`src/rtl/cd_dict_engine.sv`:
```
// Dictionary compression engine: maps symbols to indices with a one-entry-per-cycle scan.
// Optional macro CD_DICT_REPLACE_EN: a full-dictionary miss overwrites entries round-robin.
module cd_dict_engine #(
    parameter int DATA_W = 8,
    parameter int DEPTH  = 16,
    localparam int IDX_W = $clog2(DEPTH)
) (
    input  logic              clk,
    input  logic              reset,
    input  logic [1:0]        command,
    input  logic [DATA_W-1:0] data_in,
    input  logic [IDX_W-1:0]  compressed_in,
    output logic [IDX_W-1:0]  compressed_out,
    output logic [DATA_W-1:0] decompressed_out,
    output logic [1:0]        response,
    output logic              busy
);

    typedef enum logic {IDLE, SEARCH} state_t;

    localparam logic [1:0] CMD_COMPRESS   = 2'b01;
    localparam logic [1:0] CMD_DECOMPRESS = 2'b10;
    localparam logic [1:0] CMD_CLEAR      = 2'b11;

    localparam logic [1:0] RSP_NONE = 2'b00;
    localparam logic [1:0] RSP_COMP = 2'b01;
    localparam logic [1:0] RSP_DECO = 2'b10;
    localparam logic [1:0] RSP_ERR  = 2'b11;

    localparam logic [IDX_W:0] FULL = (IDX_W+1)'(DEPTH);
    localparam logic [IDX_W:0] ONE  = (IDX_W+1)'(1);

    logic [DATA_W-1:0] dict [DEPTH];
    state_t            state;
    logic [IDX_W:0]    count;
    logic [IDX_W:0]    scan_ptr;
    logic [DATA_W-1:0] data_q;
`ifdef CD_DICT_REPLACE_EN
    logic [IDX_W-1:0]  repl_ptr;
`endif

    // Dictionary contents survive reset; clearing count alone invalidates every entry.
    always_ff @(posedge clk) begin
        if (reset) begin
            state            <= IDLE;
            count            <= '0;
            scan_ptr         <= '0;
            compressed_out   <= '0;
            decompressed_out <= '0;
            response         <= RSP_NONE;
            busy             <= 1'b0;
`ifdef CD_DICT_REPLACE_EN
            repl_ptr         <= '0;
`endif
        end else begin
            response <= RSP_NONE;
            case (state)
                IDLE: begin
                    case (command)
                        CMD_COMPRESS: begin
                            data_q   <= data_in;
                            scan_ptr <= '0;
                            state    <= SEARCH;
                            busy     <= 1'b1;
                        end
                        CMD_DECOMPRESS: begin
                            if ({1'b0, compressed_in} < count) begin
                                decompressed_out <= dict[compressed_in];
                                response         <= RSP_DECO;
                            end else begin
                                response <= RSP_ERR;
                            end
                        end
                        CMD_CLEAR: begin
                            count <= '0;
`ifdef CD_DICT_REPLACE_EN
                            repl_ptr <= '0;
`endif
                        end
                        default: ;
                    endcase
                end
                SEARCH: begin
                    if (scan_ptr < count) begin
                        if (dict[scan_ptr[IDX_W-1:0]] == data_q) begin
                            compressed_out <= scan_ptr[IDX_W-1:0];
                            response       <= RSP_COMP;
                            state          <= IDLE;
                            busy           <= 1'b0;
                        end else begin
                            scan_ptr <= scan_ptr + ONE;
                        end
                    end else if (count != FULL) begin
                        // Miss with room left: append at the first free slot.
                        dict[count[IDX_W-1:0]] <= data_q;
                        compressed_out         <= count[IDX_W-1:0];
                        count                  <= count + ONE;
                        response               <= RSP_COMP;
                        state                  <= IDLE;
                        busy                   <= 1'b0;
                    end else begin
`ifdef CD_DICT_REPLACE_EN
                        dict[repl_ptr] <= data_q;
                        compressed_out <= repl_ptr;
                        repl_ptr       <= repl_ptr + 1'b1;
                        response       <= RSP_COMP;
`else
                        response <= RSP_ERR;
`endif
                        state <= IDLE;
                        busy  <= 1'b0;
                    end
                end
            endcase
        end
    end

endmodule

```
`config.mk`:
```
export PLATFORM = sky130hd
export DESIGN_NAME = cd_dict_engine
export DESIGN_NICKNAME = d
export VERILOG_FILES = /design/src/rtl/cd_dict_engine.sv
export SDC_FILE = /design/constraint.sdc
export NUM_CORES = 1
export LEC_CHECK = 0
export CORE_ASPECT_RATIO = 0.9
export CORE_MARGIN = 2
export CORE_UTILIZATION = 58
export CTS_CLUSTER_SIZE = 14
export DETAILED_ROUTE_END_ITERATION = 8
export HOLD_SLACK_MARGIN = 0.08
export PLACE_DENSITY = 0.76
export SLEW_MARGIN = 20
export SYNTH_ARGS = -nofsm -noshare
export SYNTH_HDL_FRONTEND = slang
export SYNTH_SLANG_ARGS = --single-unit
export TNS_END_PERCENT = 100
```
`constraint.sdc`:
```
create_clock -name clk -period 4.4 [get_ports clk]
set_input_delay 0.88 -clock clk [delete_from_list [all_inputs] [get_ports clk]]
set_output_delay 0.88 -clock clk [all_outputs]
set_load 0.05 [all_outputs]
```
[Yosys cells after proc, flatten, opt, wreduce, memory -nomap -nowiden]
Memories as Yosys holds them, arrays and structs flattened. A register that Yosys moved wholly into a read port is not among the register bits.
Cells that the tools add are included.
Word-level totals
  register bits after elaboration: 26
  memory bits (writable): 128
  input port bits: 16
  memories kept: 1
Memories
  dict: depth 16, bits a word 8, rd ports 2, clocked after Yosys merged registers in 2, wr ports 1, RTL line 33  | logic [DATA_W-1:0] dict [DEPTH];
Operators by class
  add/sub/neg operators: 2
  magnitude comparators: 2
  equal/unequal tests: 13
  muxes and demuxes: 32
  bitwise logic cells: 2
  reduce and logical (&&, ||, !) cells: 7
Operators by type and width (number)
  5-bit two-way mux: 6
  4-bit two-way mux: 5
  5-bit case mux with 2 select lines: 2
  3-bit AND reduction: 5
  1-bit two-way mux: 13
  5-bit by 1-bit adder with 5-bit output, second input constant: 2
  2-bit by 1-bit inequality test with 1-bit output, second input constant: 5
  8-bit equality test: 1
  2-bit two-way mux: 3
  4-bit by 5-bit less-than comparator with 1-bit output: 1
  5-bit less-than comparator: 1
  5-bit inequality test, second input constant: 1
  2-bit equality test, second input constant: 2
  2-bit inequality test, second input constant: 2
  1-bit case mux with 2 select lines: 2
  2-bit case mux with 2 select lines: 1
  3-bit by 2-bit inequality test with 1-bit output, second input constant: 1
  2-bit by 1-bit equality test with 1-bit output, second input constant: 1
  1-bit NOT: 2
  2-bit AND reduction: 1
  2-bit nonzero test: 1

[Longest topological paths before layout]
Gate-level depths: netlist of the first run.
  depth in word-level cells: 6
  gate-level depth with buffers: 12
  depth with buffers taken out: 9

[Least setup slack after synthesis of the first run]
Ideal clock, no wire load.
  kind: input to register
  from: in compressed_in[0]
  to: reg decompressed_out[0] (read register of dict)
  setup time: 128 ps
  arrival time: 2840 ps
  data required time: 4272 ps
  setup slack: 1433 ps
  cell stages on the path: 6
  cell sequence: clkbuf_1 -> buf_1 -> mux4_2 -> mux4_2 -> mux2i_1 -> nor2_1
Between the ends
  word-level cells in the longest chain between the ends: 2
RTL lines
  from (decl): RTL line 12  | input logic [IDX_W-1:0] compressed_in,
  4-bit by 5-bit less-than comparator with 1-bit output: RTL line 67  | if ({1'b0, compressed_in} < count) begin
  3-bit AND reduction (no source line)
  to (decl): RTL line 14  | output logic [DATA_W-1:0] decompressed_out,
Several ways; a longest one is shown, not always the timed one.
A chain may end at the register's enable or synchronous reset.

[Worst setup path in the final report of the first run]
  from: reg count[2]
  to: mem dict[9][2], enable pin
Between the ends
  word-level cells in the longest chain between the ends: 6
  elaborated cells between the ends (all ways): 7
RTL lines
  from (decl): RTL line 35  | logic [IDX_W:0] count;
  from (signal assigned): RTL line 97  | count <= count + ONE;
  parallel branches: the longest is 6 deep, another holds 5-bit less-than comparator
  to (decl): RTL line 33
Parallel ways; which one is timed is not known.

==> results of run 1 <==
-- power groups by stage --
stage,Clock (µW),Combinational [µW],Sequential [µW]
floorplan,0,104,1760
global placement,0,177,1750
detailed placement,0,179,1750
global route,1620,192,1720
finish,1540,181,1720
CTS,1560,180,1720
-- metal layers --
layer	share of wire [%]	wire length, µm	GRT usage (%)	vias up
met2	45	8350	38.6	235
met4	1.3	241	7.18	2
met5	0.071	13	0	-
met3	9.6	1760	9.37	31
li1	-	-	-	2103
met1	44	8000	38.8	2475
-- area by class of cell --
| type | count | area share, % |
|---|---|---|
| clock buffers | 19 | 4.73 |
| clock inverters | 13 | 1.97 |
| inverters | 7 | 0.287 |
| multi-input cells | 303 | 34.1 |
| flip-flops and latches | 166 | 51.2 |
| well taps | 168 | 2.30 |
| repair buffers | 54 | 5.34 |
-- worst paths after layout --
kind                                         start  slack, ns                          endpoint
setup / recovery             count[2]$_SDFFE_PP0P_       1.04              dict[9][2]$_DFFE_PP_
hold / removal    decompressed_out[7]$_SDFFE_PP0P_       0.49  decompressed_out[7]$_SDFFE_PP0P_
setup reg to reg             count[2]$_SDFFE_PP0P_       1.04              dict[9][2]$_DFFE_PP_
hold reg to reg   decompressed_out[7]$_SDFFE_PP0P_       0.49  decompressed_out[7]$_SDFFE_PP0P_
-- synthesized netlist by cell type, types with 3 or more instances --
library cell,n,share of area [%]
buf_6,5,0.70
edfxtp_1,136,51
clkbuf_1,10,0.47
buf_1,8,0.37
inv_1,7,0.33
and3_1,4,0.31
a22o_1,3,0.33
mux4_1,3,0.98
a31o_1,3,0.33
nand2b_1,8,0.62
mux2i_1,43,5.3
buf_2,3,0.19
buf_12,4,0.99
o21ai_0,7,0.43
a21o_1,8,0.75
mux2_2,7,0.98
ha_1,12,1.9
buf_4,3,0.28
nor2b_1,5,0.39
nand2_1,15,0.70
mux4_2,54,15
nor2_1,35,1.6
xnor2_1,13,1.4
nand3_1,17,1.1
xor2_1,7,0.76
o22ai_1,10,0.78
dfxtp_1,30,7.5
a21oi_1,10,0.62
nor4_1,7,0.54
-- layout by cell type, fill, tap and decap left out, types with 4 or more instances in the layout --
cell type        count
buf_4               23
mux2i_1             43
o22ai_1             10
o21ai_0              7
xor2_1               7
and3_1               4
edfxtp_1           136
nand2b_1             8
nor2_1              35
inv_1                7
mux2_2               7
nor4_2               4
bufinv_16            4
nand2_1             15
clkinv_2             4
nor2b_1              5
ha_1                12
xnor2_1             13
clkdlybuf4s50_1     29
nand3_1             17
dfxtp_1             28
mux4_2              54
clkbuf_16           17
a21o_1               8
a21oi_1             10
-- tightest hold or removal path, cell delays in order (launching register included) --
cell	delay, ns
dfxtp_1	0.32
mux2i_1	0.06
nor2_1	0.07
-- stage by stage --
| stage | utilization, % | setup slack (ns) | power, µW | instance area (µm²) |
|---|---|---|---|---|
| after CTS | 67.9 | 1.03 | 3460 | 9150 |
| final | 67.9 | 1.04 | 3440 | 9150 |
| after detailed placement | 63.4 | 1.07 | 1930 | 8530 |
| after global routing | 67.9 | 0.826 | 3530 | 9150 |
| after floorplan | - | 1.43 | 1870 | 8050 |
| after global placement | 63.4 | 1.15 | 1920 | 8530 |
-- flip-flops by register name (all words and copies together) (netlist names), named ones only --
signal            cells
state                 1
response              2
decompressed_out      8
data_q                8
compressed_out        4
busy                  1
scan_ptr              5
count                 5
dict                128
-- cell families (layout without fill, tap and decap cells) --
group,count (synthesis),count (layout),synth area share [%]
AOI/OAI and AO/OA,58,58,5.20
xor gates and xnor gates,20,20,2.17
adders and majority gates,12,12,1.86
buffers and inverters,41,93,3.39
DFF,166,166,58.2
muxes,109,109,22.7
and+or+nand+nor,104,104,6.48
==> run summary, run 1 <==
Status: finished, final reports clean
Async set-or-reset flop fraction in the synthesized netlist: 0%
CTS buffer count: 17
First-pass GRT wire length: 27.9 mm
Crit-path cells: inv_1 > ha_1 > a21o_1 > a21o_1 > a21o_1 > and2_1 > nand3_1 > nor2_1
Worst skew pair latency: 0.44 ns
Synth cell types: 55
Number of global-route vias before repair: 4669
Diode count: 0
Placed Cells: 698
Startpoint Class: flop
Slew margin rel.: 44.5%
Syn Area/Cell: 15.8 µm²
Placer Congestion: 0.892
Via-to-Cell Ratio: 6.64
Setup crit end kind: flop
Die H: 116 µm
CP Class: flop to flop
Worst slew pin tran: 0.830 ns
CTS Buffer Depth: 2
CP bufs+invs: 1
Combinational share of power: 5.3%
Number of fill cells: 893
Post-synthesis sequential area ratio: 58.2%
Layout cells sized above 1: 23.3%
Port bufs: 30
Req. time, crit path: 4.45 ns
Crit path depth: 8
CTS tree: yes
Max Clk Rate: 298 MHz
Post-layout min period: 3.36 ns
P_sw: 710 µW
RSZ-0062 raised after global routing: false
Pint: 2730 µW
Critical path arrival: 3.41 ns
Max-cap violations: 0
Crit-path slowest cell: nor2_1
Rows: 40
Clk pwr share: 44.9%
Power density over cell area: 376 mW/mm²
Max-slew violation count: 0
Detailed Place HPWL: 12.5 mm
Initial core utilization: 59.8%
Pre-antenna DRT Iters: 5
Syn Nets: 538
Via count: 4846
CORE AREA: 0.0135 mm²
Post-Route WL: 18.4 mm
Endpoints failing hold: 0
Hold Slack: 0.493 ns
CTS resizes: 0
CTS HTree Levels: 4
# DRC: 0
Area occupied by registers: 0.00469 mm²
IO Count: 31
WL/cell: 25.1 µm
Leakage: 0.00290 µW
Gr usage total: 26.6%
CTS Hold Bufs: 0
Antenna viol nets, final: 0
Most common flop cell mapped by yosys: edfxtp_1
CP peak stage delay: 0.70 ns
Sw Ratio: 20.6%
Area of the multi-input gates: 0.00312 mm²
Final nets: 577
Antenna violations before repair: 1
Area Growth Syn to Fin: 13.6%
Postcts setup bufs: 0
Detailed Route Iter0 Violations: 523
Crit-path leading delay family: simple AND/OR/NAND/NOR gates
DIE WIDTH: 128 µm
CTS root buffer: clkbuf_16
Peak supply drop: 0.300 mV
Period utilization: 76.3%
WHS Path Cells: 2
Mapped cell area: 0.00805 mm²
CTS sink count: 166
Crit-path most repeated cell: a21o_1
Total gr overflow: 0
R2R depth: 8
Largest net degree at the start of global routing: 31
Worst Clk Skew: 0.0121 ns
Setup-failing EPs final: 0
Seq pwr share: 49.9%
Class of the worst hold path: flop to flop
CTS clk-pin slew, worst paths: 0.06 ns
Yosys warns: 0
Crit Path Max Fanout: 9
Post-synth EDFFs: 136
Setup tns final: 0 ns
Cells after Synth: 510
Count of non-filler cells in the finished layout: 730
Yosys reg bits: 166
Die area: 0.0148 mm²
Note: power is estimated with default switching activity, not from simulation.
==> run 2: changes to the inputs <==
Clock period 4.4 ns to 3.4 ns, I/O delays scaled along.
==> run 2 against run 1 <==
Compared with the run above:
- core utilization rose by 1.2 points
- final cell count is 1.6% higher
- power grew 34%
- routed wire length rose by 6.3%
- die area unchanged
==> run summary, run 2 (synthesized netlist as in run 1, its figures left out) <==
Status: finished, final reports clean (unchanged)
CTS clk-pin slew, worst paths: 0.07 ns (was 0.06 ns)
Max-cap violations: 0 (unchanged)
Power density over cell area: 494 mW/mm² (was 376 mW/mm²)
Crit-path slowest cell: or4_4 (was nor2_1)
Number of global-route vias before repair: 5013 (was 4669)
Worst Clk Skew: 0.0135 ns (was 0.0121 ns)
Setup crit end kind: flop (unchanged)
DIE WIDTH: 128 µm (unchanged)
CTS buffer count: 17 (unchanged)
R2R depth: 9 (was 8)
Final nets: 589 (was 577)
CTS Hold Bufs: 0 (unchanged)
Biggest regs: dict: 128 flops, data_q: 8 flops, decompressed_out: 8 flops (unchanged)
Most frequent cells in the layout: 136 x edfxtp_1, 54 x mux4_2, 43 x mux2i_1, 35 x nor2_1, 33 x buf_4 (was 136 x edfxtp_1, 54 x mux4_2, 43 x mux2i_1, 35 x nor2_1, 29 x clkdlybuf4s50_1)
Pre-antenna DRT Iters: 5 (unchanged)
Area occupied by registers: 0.00469 mm² (unchanged)
Hold Slack: 0.498 ns (was 0.493 ns)
Setup-failing EPs final: 0 (unchanged)
Met2 WL post-DR: 9.10 mm (was 8.35 mm)
IO Count: 31 (unchanged)
Via count: 4943 (was 4846)
WL/cell: 26.3 µm (was 25.1 µm)
Gr usage total: 28.5% (was 26.6%)
Layout cells sized above 1: 25.3% (was 23.3%)
Post-Route WL: 19.5 mm (was 18.4 mm)
Initial core utilization: 59.8% (unchanged)
Detailed Place HPWL: 13.1 mm (was 12.5 mm)
Leakage: 0.00300 µW (was 0.00290 µW)
Most common cell after layout, fill and taps aside: edfxtp_1 (unchanged)
Via-to-Cell Ratio: 6.66 (was 6.64)
Req. time, crit path: 3.72 ns (was 4.45 ns)
Crit-path cells: buf_4 > mux2i_1 > mux4_2 > xnor2_1 > or4_4 > a211oi_2 > and3_1 > nor2_1 > a32o_1 (was inv_1 > ha_1 > a21o_1 > a21o_1 > a21o_1 > and2_1 > nand3_1 > nor2_1)
Post-layout min period: 3.15 ns (was 3.36 ns)
Class of the worst hold path: flop to flop (unchanged)
Crit Path Max Fanout: 8 (was 9)
Cell area after layout: 0.00930 mm² (was 0.00915 mm²)
Total gr overflow: 0 (unchanged)
CTS resizes: 0 (unchanged)
CP peak stage delay: 0.51 ns (was 0.70 ns)
Placed Instance Area: 0.00865 mm² (was 0.00853 mm²)
CORE AREA: 0.0135 mm² (unchanged)
Peak supply drop: 0.371 mV (was 0.300 mV)
Die area: 0.0148 mm² (unchanged)
Period utilization: 92.7% (was 76.3%)
Rows: 40 (unchanged)
CTS root buffer: clkbuf_16 (unchanged)
CTS tree: yes (unchanged)
Critical path arrival: 3.47 ns (was 3.41 ns)
Endpoints failing hold: 0 (unchanged)
Max FFs per register: 128 (unchanged)
CTS sink count: 166 (unchanged)
Area Growth Syn to Fin: 15.5% (was 13.6%)
Setup tns final: 0 ns (unchanged)
Worst skew pair latency: 0.43 ns (was 0.44 ns)
Slew margin rel.: 47.3% (was 44.5%)
Max Clk Rate: 317 MHz (was 298 MHz)
Area of the multi-input gates: 0.00312 mm² (unchanged)
RSZ-0062 raised after global routing: false (unchanged)
Postcts setup bufs: 0 (unchanged)
Diode count: 0 (unchanged)
Max-slew violation count: 0 (unchanged)
Detailed Route Iter0 Violations: 635 (was 523)
Placer Congestion: 0.901 (was 0.892)
Antenna violations before repair: 0 (was 1)
Top routing layer in use: met4 (was met5)
Number of fill cells: 869 (was 893)
Antenna viol nets, final: 0 (unchanged)
Worst slew pin tran: 0.790 ns (was 0.830 ns)
Die H: 116 µm (unchanged)
Flop-to-flop setup slack: 0.25 ns (was 1.04 ns)
CTS Buffer Depth: 2 (unchanged)
Startpoint Class: flop (unchanged)
Port bufs: 30 (unchanged)
First-pass GRT wire length: 29.8 mm (was 27.9 mm)
# DRC: 0 (unchanged)
Register bank with the most flops: dict (unchanged)
M1 wire length: 8.07 mm (was 8.00 mm)
Largest net degree at the start of global routing: 34 (was 31)
CTS HTree Levels: 4 (unchanged)
CP Class: flop to flop (unchanged)
Met3 wire length: 1.89 mm (was 1.76 mm)
==> run 2: cell count changes in the layout (fill, tap and decap cells not counted), sizes merged <==
| cell | change |
|---|---|
| inv | +9 |
| clkinv | -5 |
| buf | +12 |
| clkinvlp | -2 |
| clkbuf | -2 |
==> run 2: worst min-delay path by stage <==
stage                                                start                                to  slack [ns]  cells past startpoint
final                     decompressed_out[1]$_SDFFE_PP0P_  decompressed_out[1]$_SDFFE_PP0P_        0.50                      2
after global placement    decompressed_out[1]$_SDFFE_PP0P_  decompressed_out[1]$_SDFFE_PP0P_        0.47                      2
after detailed placement  decompressed_out[1]$_SDFFE_PP0P_  decompressed_out[1]$_SDFFE_PP0P_        0.49                      2
after global routing      decompressed_out[1]$_SDFFE_PP0P_  decompressed_out[1]$_SDFFE_PP0P_        0.54                      2
after CTS                 decompressed_out[1]$_SDFFE_PP0P_  decompressed_out[1]$_SDFFE_PP0P_        0.50                      2
after floorplan                   scan_ptr[4]$_SDFFE_PP0P_          scan_ptr[4]$_SDFFE_PP0P_        0.47                      1
==> run 2: critical path: cells and delay by family, from the launching register on <==
| kind | cells | cell delay [ns] |
|---|---|---|
| multiplexers | 2 | 0.59 |
| AND/OR/NAND/NOR | 3 | 1.02 |
| flip-flops | 1 | 0.43 |
| buffers and inverters | 1 | 0.23 |
| XOR/XNOR | 1 | 0.13 |
| AO/OA/AOI/OAI | 2 | 0.64 |
==> run 2: metrics by stage <==
step	power, µW	std cells	utilization [%]	setup WS, ns
3_5_place_dp	2500	710	64.2	0.301
2_1_floorplan	2420	510	-	0.589
3_3_place_gp	2500	710	64.2	0.428
5_1_grt	4720	742	69.1	0.123
6_report	4600	742	69.1	0.249
4_1_cts	4620	742	69.1	0.292
==> run 2: report_power, final <==
group	total, µW	internal (µW)	switching, µW
registers	2220	2200	20.0
logic	247	114	134
clock network	2130	1270	865
==> run 2: cell type report <==
| class | count | share of cell area (%) |
|---|---|---|
| multi-input combinational | 303 | 33.6 |
| tap | 168 | 2.26 |
| inverter | 7 | 0.282 |
| clock buffer | 17 | 4.57 |
| clock inverter | 15 | 2.47 |
| sequential | 166 | 50.4 |
| timing repair buffer | 66 | 6.48 |
==> run 2: per-layer routing <==
| metal | GRT usage (%) | up-vias |
|---|---|---|
| met5 | 0 | - |
| met4 | 9.52 | 0 |
| met3 | 8.08 | 34 |
| met2 | 43.2 | 269 |
| met1 | 40.6 | 2501 |
| li1 | - | 2139 |
==> run 3: changes to the inputs <==
Settings changed: CORE_UTILIZATION 58 to 40, PLACE_DENSITY 0.76 to default, RECOVER_POWER from default to 25.
==> run 3 against run 2 <==
Compared with the run above:
- sequential share of layout area shrank 1.2 points
- core utilization shrank 21 points
- global-route usage shrank 8.6 points
- combinational power is essentially flat
- worst setup slack lost 0.045 ns
- sequential power is essentially flat
- first-iteration DRC count shrank 22%
- routed wire length grew 4.1%
- via count shrank 1.7%
- critical path depth grew 1
- power grew 5.2%
- count of clock-buffer cells in the layout grew 1
==> run summary, run 3 (synthesized netlist as in run 1, its figures left out) <==
CTS resizes: 0 (unchanged)
Detailed Route Iter0 Violations: 498 (was 635)
Rows: 49 (was 40)
Max Clk Rate: 313 MHz (was 317 MHz)
IO Count: 31 (unchanged)
Detailed Place HPWL: 14.4 mm (was 13.1 mm)
Max-slew violation count: 0 (unchanged)
Post-layout min period: 3.20 ns (was 3.15 ns)
Die area: 0.0213 mm² (was 0.0148 mm²)
Worst setup margin: 0.205 ns (was 0.249 ns)
Class of the worst hold path: flop to flop (unchanged)
Number of global-route vias before repair: 4948 (was 5013)
Port bufs: 30 (unchanged)
M1 GR Usage: 30.0% (was 40.6%)
CORE AREA: 0.0199 mm² (was 0.0135 mm²)
Peak supply drop: 0.293 mV (was 0.371 mV)
Post-place setup slack: 0.188 ns (was 0.301 ns)
Worst min-delay path startpoint: decompressed_out[0]$_SDFFE_PP0P_ (was decompressed_out[1]$_SDFFE_PP0P_)
CTS sink count: 166 (unchanged)
Worst slew pin tran: 0.754 ns (was 0.790 ns)
Most common cell after layout, fill and taps aside: edfxtp_1 (unchanged)
Status: finished, final reports clean (unchanged)
Total gr overflow: 0 (unchanged)
CTS HTree Levels: 4 (unchanged)
Via count: 4861 (was 4943)
Area Growth Syn to Fin: 18.3% (was 15.5%)
Req. time, crit path: 3.72 ns (about the same)
DIE WIDTH: 154 µm (was 128 µm)
Hold Slack: 0.498 ns (about the same)
Leakage: 0.00306 µW (was 0.00300 µW)
Power density over cell area: 508 mW/mm² (was 494 mW/mm²)
Setup crit end kind: flop (unchanged)
Startpoint Class: flop (unchanged)
Met2 usage: 29.3% (was 43.2%)
Register bank with the most flops: dict (unchanged)
CTS Buffer Depth: 2 (unchanged)
CTS buffer count: 17 (unchanged)
Antenna viol nets, final: 0 (unchanged)
Largest net degree at the start of global routing: 25 (was 34)
Post-Route WL: 20.3 mm (was 19.5 mm)
Endpoints failing hold: 0 (unchanged)
WL/cell: 24.2 µm (was 26.3 µm)
Period utilization: 94.0% (was 92.7%)
Max FFs per register: 128 (unchanged)
Setup-failing EPs final: 0 (unchanged)
Layout cells sized above 1: 26.0% (was 25.3%)
# DRC: 0 (unchanged)
Initial core utilization: 40.5% (was 59.8%)
Gr usage total: 19.9% (was 28.5%)
RSZ-0062 raised after global routing: false (unchanged)
First-pass GRT wire length: 31.2 mm (was 29.8 mm)
Final nets: 599 (was 589)
CTS Hold Bufs: 0 (unchanged)
Diode count: 0 (unchanged)
Busiest grt layer: met1 (was met2)
Worst skew pair latency: 0.44 ns (was 0.43 ns)
Most frequent cells in the layout: 136 x edfxtp_1, 54 x mux4_2, 43 x mux2i_1, 43 x buf_4, 35 x nor2_1 (was 136 x edfxtp_1, 54 x mux4_2, 43 x mux2i_1, 35 x nor2_1, 33 x buf_4)
Antenna violations before repair: 0 (unchanged)
CP Class: flop to flop (unchanged)
CTS root buffer: clkbuf_16 (unchanged)
Die H: 139 µm (was 116 µm)
Met3 Resource Use GR: 4.00% (was 8.08%)
CTS tree: yes (unchanged)
CTS clk-pin slew, worst paths: 0.06 ns (was 0.07 ns)
Via-to-Cell Ratio: 5.79 (was 6.66)
Crit Path Max Fanout: 16 (was 8)
Critical path arrival: 3.52 ns (was 3.47 ns)
Biggest regs: dict: 128 flops, data_q: 8 flops, decompressed_out: 8 flops (unchanged)
Postcts setup bufs: 0 (unchanged)
Pre-antenna DRT Iters: 4 (was 5)
Slew margin rel.: 49.7% (was 47.3%)
Worst Clk Skew: 0.0133 ns (was 0.0135 ns)
Setup tns final: 0 ns (unchanged)
Max-cap violations: 0 (unchanged)
Placer Congestion: 0.884 (was 0.901)
[run 3: cell count changes in the layout (fill, tap and decap cells not counted), sizes merged, moves of 3 or more]
cell | before | now
buf | 37 | 45
bufinv | 4 | 8
clkbuf | 17 | 20
clkdlybuf4s50 | 29 | 21
dlygate4sd3 | 0 | 8
inv | 17 | 10
[run 3: per-layer routing]
metal | up-vias | share of wire, %
met5 | - | 0
met4 | 0 | 1.3
met3 | 21 | 6.4
met2 | 191 | 45
met1 | 2495 | 47
li1 | 2154 | -
[run 3: layout make-up]
cell class / instances / area (µm²)
fillers: 1700 / 10300
flip-flops and latches: 166 / 4690
multi-input cells: 303 / 3120
repair buffers: 76 / 646
clock buffers: 18 / 429
well taps: 255 / 319
clock inverters: 14 / 295
inverters: 7 / 26.3
[run 3: path summary, 6_finish.rpt]
| path | end | slack, ns | cells past startpoint |
|---|---|---|---|
| worst max-delay path | flop | 0.20 | 10 |
| worst max register to register | flop | 0.20 | 10 |
| worst min-delay path | decompressed_out[0]$_SDFFE_PP0P_ | 0.50 | 2 |
| worst min register to register | decompressed_out[0]$_SDFFE_PP0P_ | 0.50 | 2 |
[run 3: critical path, cell delays in order (launching register included)]
cell	delay, ns
dfxtp_2	0.65
buf_4	0.28
buf_4	0.16
mux4_1	0.54
nor2b_1	0.17
o22ai_2	0.11
xor2_1	0.16
a211oi_2	0.28
and3_1	0.31
nor2_1	0.15
a32o_1	0.28
[run 3: per-stage QoR]
step / total power [µW] / instance area (µm²) / util (%) / instances
5_1_grt: 4960 / 9520 / 47.9 / 839
4_1_cts: 4870 / 9530 / 48.0 / 839
6_report: 4840 / 9520 / 47.9 / 839
3_5_place_dp: 2510 / 8810 / 44.3 / 807
2_1_floorplan: 2420 / 8050 / - / 510
3_3_place_gp: 2510 / 8810 / 44.3 / 807
[run 3: report_power, final]
part | switching [µW] | internal, µW
logic | 135 | 115
registers | 19.2 | 2200
clock network | 830 | 1540
